## src/rtl/serial_subtractor.sv

```systemverilog
// ============================================================================
// Module      : serial_subtractor
// Description : Bit-serial WIDTH-bit subtractor (a - b [- bin]), LSB first,
//               one full-subtractor cell and a registered borrow.
//               Optional initial-borrow port enabled by SERIAL_SUB_BIN_EN.
// Revision    : 1.0 - initial release
// ============================================================================
`default_nettype none

module serial_subtractor #(
   parameter int WIDTH = 8
) (
   input  logic             clk,
   input  logic             rst,
   input  logic             start,
   input  logic [WIDTH-1:0] a,
   input  logic [WIDTH-1:0] b,
`ifdef SERIAL_SUB_BIN_EN
   input  logic             bin,
`endif
   output logic             busy,
   output logic             done,
   output logic [WIDTH-1:0] diff,
   output logic             borrow
);

   localparam int CW = $clog2(WIDTH) + 1;

   typedef enum logic [1:0] {
      S_IDLE  = 2'd0,
      S_SHIFT = 2'd1,
      S_DONE  = 2'd2
   } state_t;

   state_t           r_state;
   state_t           w_next;
   logic [WIDTH-1:0] r_sa;
   logic [WIDTH-1:0] r_sb;
   logic [WIDTH-1:0] r_diff;
   logic             r_br;
   logic             r_borrow;
   logic [CW-1:0]    r_cnt;

   logic             w_x;
   logic             w_y;
   logic             w_d;
   logic             w_br_nxt;
   logic             w_last;
   logic             w_bin_init;

`ifdef SERIAL_SUB_BIN_EN
   assign w_bin_init = bin;
`else
   assign w_bin_init = 1'b0;
`endif

   // Full-subtractor cell
   assign w_x      = r_sa[0];
   assign w_y      = r_sb[0];
   assign w_d      = w_x ^ w_y ^ r_br;
   assign w_br_nxt = (~w_x & w_y) | (~(w_x ^ w_y) & r_br);
   assign w_last   = (r_cnt == CW'(WIDTH - 1));

   always_ff @(posedge clk) begin
      if (rst) begin
         r_state <= S_IDLE;
      end else begin
         r_state <= w_next;
      end
   end

   always_comb begin
      w_next = r_state;
      busy   = 1'b0;
      done   = 1'b0;
      case (r_state)
         S_IDLE: begin
            if (start) begin
               w_next = S_SHIFT;
            end
         end
         S_SHIFT: begin
            busy = 1'b1;
            if (w_last) begin
               w_next = S_DONE;
            end
         end
         S_DONE: begin
            done   = 1'b1;
            w_next = S_IDLE;
         end
         default: begin
            w_next = S_IDLE;
         end
      endcase
   end

   // The minuend register doubles as the result register: each vacated MSB
   // receives the next difference bit, so after WIDTH shifts it holds the result.
   always_ff @(posedge clk) begin
      if (rst) begin
         r_sa     <= '0;
         r_sb     <= '0;
         r_br     <= 1'b0;
         r_cnt    <= '0;
         r_diff   <= '0;
         r_borrow <= 1'b0;
      end else begin
         case (r_state)
            S_IDLE: begin
               if (start) begin
                  r_sa  <= a;
                  r_sb  <= b;
                  r_br  <= w_bin_init;
                  r_cnt <= '0;
               end
            end
            S_SHIFT: begin
               r_sa  <= {w_d, r_sa[WIDTH-1:1]};
               r_sb  <= {1'b0, r_sb[WIDTH-1:1]};
               r_br  <= w_br_nxt;
               r_cnt <= r_cnt + 1'b1;
               if (w_last) begin
                  r_diff   <= {w_d, r_sa[WIDTH-1:1]};
                  r_borrow <= w_br_nxt;
               end
            end
            default: begin
            end
         endcase
      end
   end

   assign diff   = r_diff;
   assign borrow = r_borrow;

endmodule

`default_nettype wire

```

## config.mk

```make
export PLATFORM = sky130hd
export DESIGN_NAME = serial_subtractor
export DESIGN_NICKNAME = d
export VERILOG_FILES = /design/src/rtl/serial_subtractor.sv
export SDC_FILE = /design/constraint.sdc
export NUM_CORES = 1
export LEC_CHECK = 0
export BUFFER_PORTS_ARGS = -buffer_cell sky130_fd_sc_hd__clkbuf_2
export CORE_MARGIN = 1
export CORE_UTILIZATION = 30
export CTS_CLUSTER_SIZE = 25
export DETAILED_ROUTE_END_ITERATION = 10
export HOLD_SLACK_MARGIN = 0.15
export PLACE_DENSITY = 0.48
export SLEW_MARGIN = 20
export SYNTH_ARGS = -nofsm -noshare
export SYNTH_HDL_FRONTEND = slang
export SYNTH_SLANG_ARGS = --single-unit
```

## constraint.sdc

```tcl
create_clock -name clk -period 1.3 [get_ports clk]
set_input_delay 0.065 -clock clk [delete_from_list [all_inputs] [get_ports clk]]
set_output_delay 0.065 -clock clk [all_outputs]
set_load 0.02 [all_outputs]
```

# After elaboration in Yosys (flattened, before gate mapping)
# Index checks and enable logic that the tools add are counted.
[totals]
register_bits = 32
latchBits = 0
ramBits = 0
romBits = 0
inputBits = 19
out_inout_bits = 11
n_memories = 0
[classes]
addsub = 1
n_mul = 0
div = 0
order_cmp = 0
eq_ne = 5
shifts = 0
muxes = 13
bitwise_logic = 7
n_reduce_logical = 5
[op_table]
columns = ["cell", "count"]
rows = [
  ["8-bit case mux with 2 select lines", 2],
  ["8-bit two-way mux", 2],
  ["4-bit case mux with 2 select lines", 1],
  ["2-bit AND reduction", 3],
  ["4-bit by 1-bit adder with 4-bit output (second input constant)", 1],
  ["4-bit by 3-bit == test with 1-bit output (second input constant)", 1],
  ["2-bit two-way mux", 2],
  ["4-bit two-way mux", 1],
  ["2-bit inequality test (second input constant)", 2],
  ["2-bit case mux with 2 select lines", 1],
  ["1-bit two-way mux", 3],
  ["1-bit bitwise AND", 2],
  ["2-bit by 1-bit == test with 1-bit output (second input constant)", 1],
  ["2-bit == test (second input constant)", 1],
  ["2-bit logical NOT", 1],
  ["1-bit inverter", 2],
  ["1-bit case mux with 2 select lines", 1],
  ["2-bit nonzero test", 1],
  ["1-bit bitwise XOR", 2],
  ["1-bit OR", 1],
]

# Depth between registers and ports, before layout
# Gate-level depths: netlist (run 1).
[logic_depth]
ltp_word = 5
ltp_mapped = 6
depth_no_buf = 4

# Worst setup path before layout (run 1)
# Ideal clock, no wire load.
[synth_path]
kind = "register -> register"
start = "register r_cnt[0]"
end = "register r_borrow, in the netlist borrow"
t_arrival_ps = 1123
t_required_ps = 1167
slack_ps = 44
path_stages_with_launch = 7
path_buffers = 2
path_cell_list = "dfxtp_1 ha_1 and3b_1 buf_6 buf_6 a21oi_2 a211oi_2"
[synth_between]
elab_chain_len = 2
[synth_rtl]
columns = ["item", "line", "rtl"]
rows = [
  ["start, declared", "42", "logic [CW-1:0] r_cnt;"],
  ["start signal, assigned", "122", "r_cnt <= r_cnt + 1'b1;"],
  ["4-bit by 3-bit == test with 1-bit output", "62", "assign w_last = (r_cnt == CW'(WIDTH - 1));"],
  ["2-bit AND reduction (no source line)", "-", ""],
  ["end signal, assigned", "125", "r_borrow <= w_br_nxt;"],
  ["end, declared", "41", "logic r_borrow;"],
]
# No other way between the ends.
# A chain may end at the register's enable or synchronous reset.

# Worst setup path in the final report (run 1)
[layout_path]
start = "register r_br"
end = "register r_sa[7]"
[layout_between]
elab_chain_len = 2
[layout_rtl]
columns = ["item", "line", "rtl"]
rows = [
  ["start, declared", "40", "logic r_br;"],
  ["start signal, assigned", "114", "r_br <= w_bin_init;"],
  ["start signal, assigned", "121", "r_br <= w_br_nxt;"],
  ["1-bit bitwise XOR", "60", "assign w_d = w_x ^ w_y ^ r_br;"],
  ["via w_d", "46", "logic w_d;"],
  ["8-bit case mux with 2 select lines", "109", "case (r_state)"],
  ["end signal, assigned", "119", "r_sa <= {w_d, r_sa[WIDTH-1:1]};"],
  ["end, declared", "37", "logic [WIDTH-1:0] r_sa;"],
]
# The timed path passes the listed nets, and every way through them passes these cells.

==> results.sh, run 1 <==
export IMPL_status="finished, violations left"
export IMPL_failed_checks="setup timing"
export IMPL_worstHoldPathType="input pin to register"
export IMPL_power_leakage_nw=0.796
export IMPL_crit_arrival_ns=1.50
export IMPL_first_pass_iters=4
export IMPL_routabilityCongestion=0.808
export IMPL_cts_num_sinks=32
export IMPL_cts_tree="built"
export IMPL_die_x_um=71.9
export IMPL_rr_worst_depth=4
export IMPL_syn_inst=161
export IMPL_drt_total_wl_um=3660
export IMPL_drc=0
export IMPL_reg2reg_to="r_sa[7]$_SDFFE_PP0P_"
export IMPL_p_total_mw=2.32
export IMPL_clk_insertion_delay_late_ns=0.28
export IMPL_syn_area_um2=1470
export IMPL_dr_total_vias=1324
export IMPL_clockBufferDepth=2
export IMPL_finalCriticalPeriod_ns=1.31
export IMPL_cp_slowest_cell="fa_1"
export IMPL_clkTransAtPathRegs_ns=0.07
export IMPL_crit_chain="inv_2, fa_1, o22ai_1, a211oi_1"
export IMPL_cp_required_ns=1.49
export IMPL_r2r_setup_slack_ns=-0.009
export IMPL_max_stage_delay_ns=0.58
export IMPL_slew_violations=0
export IMPL_fill_cells=488
export IMPL_ys_types=30
export IMPL_hold_path_depth=3
export IMPL_syn_to_final_growth_pct=32.8
export IMPL_power_density_nw_per_um2=1190
export IMPL_dpl_cell_area_um2=1760
export IMPL_synth_area_per_cell_um2=9.10
export IMPL_pre_cts_ws_ns=-0.00194
export IMPL_drt_iter0_markers=42
export IMPL_hold_end="r_sb[7]$_SDFFE_PP0P_"
export IMPL_cts_made_buffers=5
export IMPL_placedCellCount=260
export IMPL_drive_gt1_share_pct=34.1
export IMPL_grt_overflow=0
export IMPL_irDropWorstVdd_v=0.000647
export IMPL_postRouteAntennaNets=0
export IMPL_via_per_inst=4.81
export IMPL_slew_headroom_pct=52.8
export IMPL_grt_max_degree=33
export IMPL_setup_viol=1
export IMPL_antennaDiodeCount=0
export IMPL_cp_num_buf_inv=1
export IMPL_ys_seq_elements=32
export IMPL_finalWorstSetupSlack_ns=-0.00919
export IMPL_core_area_um2=4720
export IMPL_die_h_um=71.9
export IMPL_grt_usage_pct=14.9
export IMPL_crit_fanout=2
export IMPL_syn_num_nets=182
export IMPL_fin_area_um2=1950
export IMPL_antenna_found_initial=0
export IMPL_register_area_um2=644
export IMPL_h_tree_depth=2
export IMPL_crit_path_start_kind="register"
export IMPL_tightest_slew_ns=0.708
export IMPL_fin_util_pct=41.2
export IMPL_rows=25
export IMPL_grt_pass1_vias=1327
export IMPL_start_util_pct=31.0
export IMPL_rsz0062_at_grt="true"
export IMPL_rr_startpoint="r_br$_SDFFE_PP0P_"
export IMPL_holdWs_ns=0.154
export IMPL_portBuffers=29
export IMPL_wl_per_cell_um=13.3
export IMPL_clock_skew_final_ns=0.00362
export IMPL_grt_pass1_wl_um=5950
export IMPL_cts_root_buf="clkbuf_8"
export IMPL_finalNetCount=228
export IMPL_hold_viol=0
export IMPL_finalNonFillerCells=275
export IMPL_maxCapViolCount=0
export IMPL_min_from="start"
export IMPL_cp_end_kind="register"
export IMPL_crit_family="adder cells"
export IMPL_critical_path_class="register to register"
export IMPL_multiInputGateArea_um2=717
export IMPL_hpwl_um=2580
export IMPL_fp_dieArea_um2=5170
export IMPL_synth_seq_area_share_pct=43.7
export IMPL_finalCritPeriodShare_pct=101
export IMPL_yosysWarnings=0
export IMPL_tns_ns=-0.00919
export IMPL_maxClockFrequency_mhz=764
export IMPL_io_pins=30
[cell families after synthesis]
logic type	share of synthesized area [%]
buf+inv	7.86
flops	43.7
simple gates	15.1
fa+ha+maj	2.22
compound gates	31.1
[synth_stat cells]
cell,instances,area (um2)
a22oi_1,1,7.51
nand2_1,4,15.0
a2bb2oi_1,1,8.76
o21bai_1,1,7.51
a21oi_2,1,8.76
o32a_1,1,10.0
and3b_1,1,8.76
a211oi_1,16,120
or3_1,1,6.26
a32oi_1,1,8.76
a31oi_1,1,6.26
nand2b_1,2,12.5
nand3_1,10,50.1
nor2_1,31,116
buf_2,2,10.0
inv_1,5,18.8
o21ba_2,1,10.0
and2_1,1,6.26
nor2b_1,1,6.26
ha_1,1,12.5
o2bb2ai_1,11,96.3
dfxtp_1,32,641
buf_6,6,67.6
o22ai_1,4,25.0
a21oi_1,9,45.0
a21bo_2,8,80.1
a211oi_2,1,12.5
clkbuf_1,5,18.8
fa_1,1,20.0
a221oi_1,1,8.76
[flip-flops by register name, summed over array words and instances, names as in the netlist]
signal,count
r_cnt,4
borrow,1
r_state,2
r_sa,8
diff,8
r_sb,8
r_br,1
[worst register-to-register path: stages, from the launching register on]
cell	delay, ns
dfxtp_2	0.34
inv_2	0.04
fa_1	0.58
o22ai_1	0.09
a211oi_1	0.18
[cell type report]
type                       count  area share (%)
clock buffer                   6            3.73
timing repair buffer          52            19.2
sequential                    32            33.1
multi-input combinational    111            36.8
inverter                       5           0.965
clock inverter                 2            1.80
tap                           67            4.31
[timing repair]
item                                    CTS  global route
buffers inserted                          2             0
cloned                                    0             0
hold endpoints to repair                  5             0
pin swaps                                 3             0
hold buffers                              5             0
endpoints found under the setup margin    8            11
gates resized for setup                   7             2
[where the power goes]
group | switching, mW | leakage, nW | internal [mW]
Sequential | 0.0415 | 0.264 | 1.03
Clock | 0.365 | 0.0552 | 0.568
Combinational | 0.155 | 0.477 | 0.155
[layer usage]
layer | GRT usage [%] | routed length [um]
met4 | 6.10 | 41
met1 | 18.9 | 1660
met5 | 0 | 0
met2 | 24.6 | 1730
met3 | 3.09 | 237
[cells in the final DEF, fill, tap and decap left out, drive strengths merged, types with 2 or more instances in the layout]
cell / instances
a211oi: 17
a21bo: 8
a21oi: 10
buf: 19
clkbuf: 34
dfxtp: 32
dlygate4sd3: 5
inv: 5
nand2: 4
nand2b: 2
nand3: 10
nor2: 31
o22ai: 4
o2bb2ai: 11
[worst max path at each step]
stage / from / to / cells after the start
2_1_floorplan: r_cnt[0]$_SDFFE_PP0P_ / borrow$_SDFFE_PP0P_ / 6
3_3_place_gp: r_sa[0]$_SDFFE_PP0P_ / r_sa[7]$_SDFFE_PP0P_ / 3
3_5_place_dp: r_sa[0]$_SDFFE_PP0P_ / r_sa[7]$_SDFFE_PP0P_ / 3
4_1_cts: r_cnt[0]$_SDFFE_PP0P_ / diff[5]$_SDFFE_PP0P_ / 5
5_1_grt: r_br$_SDFFE_PP0P_ / r_sa[7]$_SDFFE_PP0P_ / 4
6_report: r_br$_SDFFE_PP0P_ / r_sa[7]$_SDFFE_PP0P_ / 4
Note: power is estimated with default switching activity, not from simulation.
==> run 2: changes to the inputs <==
--- a/config.mk
+++ b/config.mk
@@ -10,8 +10,9 @@
 export CORE_UTILIZATION = 30
 export CTS_CLUSTER_SIZE = 25
 export DETAILED_ROUTE_END_ITERATION = 10
-export HOLD_SLACK_MARGIN = 0.15
+export HOLD_SLACK_MARGIN = 0.06
 export PLACE_DENSITY = 0.48
+export REMOVE_ABC_BUFFERS = 1
 export SLEW_MARGIN = 20
 export SYNTH_ARGS = -nofsm -noshare
 export SYNTH_HDL_FRONTEND = slang
==> results.sh, run 2 (synthesized netlist as in run 1, its figures left out) <==
export IMPL_fin_util_pct=41.7
export IMPL_hpwl_um=2500
export IMPL_tns_ns=0
export IMPL_critical_path_class="register to register"
export IMPL_postRouteAntennaNets=0
export IMPL_p_total_mw=2.34
export IMPL_cp_end_kind="register"
export IMPL_grt_pass1_wl_um=5870
export IMPL_routabilityCongestion=0.762
export IMPL_fill_cells=489
export IMPL_holdWs_ns=0.115
export IMPL_wl_per_cell_um=13.4
export IMPL_rr_worst_depth=4
export IMPL_syn_to_final_growth_pct=34.4
export IMPL_pre_cts_ws_ns=-0.0390
export IMPL_grt_overflow=0
export IMPL_crit_arrival_ns=1.47
export IMPL_cts_tree="built"
export IMPL_maxCapViolCount=0
export IMPL_drc=0
export IMPL_hold_viol=0
export IMPL_clockBufferDepth=2
export IMPL_dr_total_vias=1344
export IMPL_grt_max_degree=33
export IMPL_die_h_um=71.9
export IMPL_cts_made_buffers=5
export IMPL_final_cell_mix="nor2_1 (31), clkbuf_2 (27), dfxtp_1 (25), buf_4 (18), a211oi_1 (16)"
export IMPL_portBuffers=29
export IMPL_cts_num_sinks=32
export IMPL_grt_pass1_vias=1285
export IMPL_h_tree_depth=2
export IMPL_grt_usage_pct=14.8
export IMPL_maxClockFrequency_mhz=782
export IMPL_power_leakage_nw=0.787
export IMPL_io_pins=30
export IMPL_irDropWorstVdd_v=0.000613
export IMPL_final_common_cell="nor2_1"
export IMPL_rr_startpoint="r_sb[0]$_SDFFE_PP0P_"
export IMPL_worstHoldPathType="input pin to register"
export IMPL_via_per_inst=4.91
export IMPL_die_x_um=71.9
export IMPL_reg2reg_to="r_sa[7]$_SDFFE_PP0P_"
export IMPL_drt_total_wl_um=3680
export IMPL_fp_dieArea_um2=5170
export IMPL_slew_headroom_pct=50.7
export IMPL_slew_violations=0
export IMPL_clkTransAtPathRegs_ns=0.07
export IMPL_finalNetCount=227
export IMPL_rows=25
export IMPL_start_util_pct=31.0
export IMPL_tightest_slew_ns=0.739
export IMPL_r2r_setup_slack_ns=0.02
export IMPL_drive_gt1_share_pct=42.5
export IMPL_core_area_um2=4720
export IMPL_power_density_nw_per_um2=1190
export IMPL_cp_required_ns=1.49
export IMPL_crit_path_start_kind="register"
export IMPL_finalWorstSetupSlack_ns=0.0206
export IMPL_cts_root_buf="clkbuf_8"
export IMPL_finalCritPeriodShare_pct=98.4
export IMPL_rsz0062_at_grt="true"
export IMPL_min_from="a[5]"
export IMPL_hold_path_depth=3
export IMPL_setup_viol=0
export IMPL_status="completed"
export IMPL_drt_iter0_markers=77
export IMPL_clk_insertion_delay_late_ns=0.29
export IMPL_antennaDiodeCount=0
export IMPL_antenna_found_initial=0
export IMPL_hold_end="r_sa[5]$_SDFFE_PP0P_"
export IMPL_crit_fanout=2
export IMPL_finalCriticalPeriod_ns=1.28
export IMPL_first_pass_iters=6
export IMPL_clock_skew_final_ns=0.00784
## run 2: worst max path at each step
stage	from	end	slack (ns)	depth (start not counted)
after floorplan	r_state[0]$_SDFFE_PP0P_	borrow$_SDFFE_PP0P_	-0.33	4
after global placement	r_cnt[0]$_SDFFE_PP0P_	borrow$_SDFFE_PP0P_	-0.02	5
after detailed placement	r_cnt[0]$_SDFFE_PP0P_	diff[2]$_SDFFE_PP0P_	-0.04	5
after CTS	r_cnt[0]$_SDFFE_PP0P_	diff[2]$_SDFFE_PP0P_	-0.01	5
after global routing	r_sa[0]$_SDFFE_PP0P_	r_sa[7]$_SDFFE_PP0P_	-0.04	3
final	r_sb[0]$_SDFFE_PP0P_	r_sa[7]$_SDFFE_PP0P_	0.02	4
## run 2: layout make-up
cell class	instances	area, um2	area share, %
multi-input cells	111	758	38.5
flip-flops and latches	32	652	33.1
repair buffers	51	345	17.5
well taps	67	83.8	4.26
clock buffers	6	72.6	3.68
clock inverters	2	35.0	1.78
inverters	5	22.5	1.14
## run 2: stage by stage
stage	instances	cell area [um2]
after floorplan	148	1370
after global placement	261	1740
after detailed placement	261	1740
after CTS	271	1890
after global routing	274	1970
final	274	1970
## run 2: repair_timing
item                                    in CTS  in global routing
endpoints found under the setup margin      15                 21
endpoints found under the hold margin        1                  0
hold buffers                                 1                  0
pin swaps                                    3                  6
buffers inserted                             1                  3
resized for setup                           10                 18
## run 2: report_power, final
group,switching (mW),internal (mW),total [mW]
clock network,0.378,0.569,0.946
registers,0.0421,1.04,1.08
logic,0.158,0.156,0.314
## run 2: metal layers
layer | track usage, % | wire length [um]
met1 | 18.9 | 1730
met2 | 24.5 | 1760
met3 | 2.95 | 152
met4 | 6.10 | 40
met5 | 0 | 0
## run 2: worst max-delay path, cell delays in order (launching register included)
cell	delay (ns)
dfxtp_2	0.33
inv_2	0.04
fa_1	0.53
o22ai_1	0.08
a211oi_1	0.21
==> run 3: changes to the inputs <==
--- a/config.mk
+++ b/config.mk
@@ -5,7 +5,7 @@
 export SDC_FILE = /design/constraint.sdc
 export NUM_CORES = 1
 export LEC_CHECK = 0
-export BUFFER_PORTS_ARGS = -buffer_cell sky130_fd_sc_hd__clkbuf_2
+export BUFFER_PORTS_ARGS = -buffer_cell sky130_fd_sc_hd__buf_2
 export CORE_MARGIN = 1
 export CORE_UTILIZATION = 30
 export CTS_CLUSTER_SIZE = 25
==> results.sh, run 3 (synthesized netlist as in run 1, its figures left out) <==
export IMPL_status="completed"
export IMPL_p_total_mw=2.05
export IMPL_rows=25
export IMPL_power_density_nw_per_um2=1040
export IMPL_io_pins=30
export IMPL_hpwl_um=2470
export IMPL_first_pass_iters=4
export IMPL_drc=0
export IMPL_cts_made_buffers=5
export IMPL_p_int_mw=1.52
export IMPL_grt_overflow=0
export IMPL_via_per_inst=4.97
export IMPL_postRouteAntennaNets=0
export IMPL_grt_pass1_vias=1313
export IMPL_cts_tree="built"
export IMPL_final_common_cell="nor2_1"
export IMPL_pwr_share_comb_pct=14.4
export IMPL_finalNetCount=227
export IMPL_finalNonFillerCells=271
export IMPL_pwr_share_seq_pct=52.7
export IMPL_clk_insertion_delay_late_ns=0.28
export IMPL_worstHoldPathType="input pin to register"
export IMPL_power_leakage_nw=0.781
export IMPL_rsz0062_at_grt="true"
export IMPL_grt_usage_pct=15.2
export IMPL_critical_path_class="register to register"
export IMPL_cp_end_kind="register"
export IMPL_start_util_pct=31.0
export IMPL_hold_path_depth=3
export IMPL_crit_chain="ha_4, and3b_2, buf_6, a21bo_2, a21oi_1"
export IMPL_crit_fanout=6
export IMPL_pwr_share_clk_pct=32.9
export IMPL_rr_worst_depth=5
export IMPL_antenna_found_initial=0
export IMPL_fill_cells=489
export IMPL_irDropWorstVdd_v=0.000360
export IMPL_crit_path_start_kind="register"
export IMPL_drt_iter0_markers=52
export IMPL_tns_ns=0
export IMPL_switchingPower_mw=0.527
export IMPL_grt_max_degree=33
export IMPL_routabilityCongestion=0.798
export IMPL_placedCellCount=260
export IMPL_core_area_um2=4720
export IMPL_cts_root_buf="clkbuf_8"
export IMPL_drt_total_wl_um=3700
export IMPL_syn_to_final_growth_pct=34.1
export IMPL_max_stage_delay_ns=0.33
export IMPL_finalCriticalPeriod_ns=1.28
export IMPL_die_x_um=71.9
export IMPL_h_tree_depth=2
export IMPL_slew_violations=0
export IMPL_die_h_um=71.9
export IMPL_cp_slowest_cell="dfxtp_2"
export IMPL_cts_num_sinks=32
export IMPL_maxClockFrequency_mhz=778
export IMPL_portBuffers=29
export IMPL_fp_dieArea_um2=5170
export IMPL_clock_skew_final_ns=0.00529
export IMPL_wl_per_cell_um=13.7
export IMPL_dr_total_vias=1347
export IMPL_clockBufferDepth=2
export IMPL_tightest_slew_ns=0.654
export IMPL_final_cell_mix="nor2_1 (31), buf_2 (28), dfxtp_1 (26), buf_4 (17), a211oi_1 (15)"
export IMPL_setup_viol=0
export IMPL_slew_headroom_pct=56.4
export IMPL_hold_viol=0
export IMPL_antennaDiodeCount=0
export IMPL_grt_pass1_wl_um=6090
export IMPL_swShare_pct=25.8
export IMPL_cp_required_ns=1.50
export IMPL_clkTransAtPathRegs_ns=0.06
export IMPL_maxCapViolCount=0
export IMPL_crit_arrival_ns=1.48
export IMPL_drive_gt1_share_pct=42.2
export IMPL_finalCritPeriodShare_pct=98.8
## run 3: cell count changes in the layout (fill, tap and decap cells not counted), moves of 2 or more
cell,before,now
buf_2,1,28
clkbuf_2,27,0
nand2b_1,0,2
nand3_1,9,7
nand3_2,1,3
## run 3: critical path: cells and delay by family (launching register included)
family / cells / cell delay, ns
compound gates: 2 / 0.33
buf+inv: 1 / 0.14
fa+ha+maj: 1 / 0.15
flops: 1 / 0.33
simple gates: 1 / 0.24
## run 3: metrics by stage
stage | utilization [%] | cell area (um2) | setup slack, ns | hold slack, ns
detailed placement | 36.6 | 1730 | -0.0265 | 0.342
finish | 41.6 | 1960 | 0.0154 | 0.143
global route | 41.6 | 1960 | -0.0692 | 0.155
global placement | 36.6 | 1730 | -0.0168 | 0.349
floorplan | - | 1370 | -0.331 | 0.130
CTS | 40.6 | 1920 | -0.000123 | 0.138
## run 3: final cells by class
class	instances	area (um2)	area share (%)
tap	67	83.8	4.27
inverter	5	22.5	1.15
clock buffer	5	68.8	3.50
sequential	32	651	33.1
multi-input combinational	111	767	39.0
timing repair buffer	51	372	18.9
## run 3: what timing repair did
item / CTS / global route
setup buffers: 3 / 1
resized for setup: 16 / 12
pin swaps: 3 / 7
gates cloned: 1 / 0
hold buffers: 1 / 0
setup endpoints to repair: 12 / 18
hold endpoints to repair: 1 / 0
## run 3: final timing paths
check / start / endpoint / slack [ns]
worst min register to register: r_sa[4]$_SDFFE_PP0P_ / diff[3]$_SDFFE_PP0P_ / 0.49
worst max register to register: r_cnt[0]$_SDFFE_PP0P_ / diff[6]$_SDFFE_PP0P_ / 0.02
worst min-delay path: a[5] / r_sa[5]$_SDFFE_PP0P_ / 0.14
worst max-delay path: r_cnt[0]$_SDFFE_PP0P_ / diff[6]$_SDFFE_PP0P_ / 0.02
## run 3: power by group through the flow
stage	Sequential, mW	Clock, mW	Combinational (mW)
2_1_floorplan	1.09	0	0.142
3_3_place_gp	1.09	0	0.270
3_5_place_dp	1.09	0	0.276
4_1_cts	1.07	0.703	0.290
5_1_grt	1.08	0.731	0.329
6_report	1.08	0.673	0.295
## run 3: per-layer routing
metal | up-vias | share of wire, % | wire, um | GRT usage (%)
met4 | 0 | 1.9 | 72 | 4.58
met5 | - | 0 | 0 | 0
met1 | 642 | 45 | 1680 | 19.1
li1 | 667 | - | - | -
met3 | 10 | 3.9 | 145 | 4.22
met2 | 28 | 49 | 1800 | 25.5
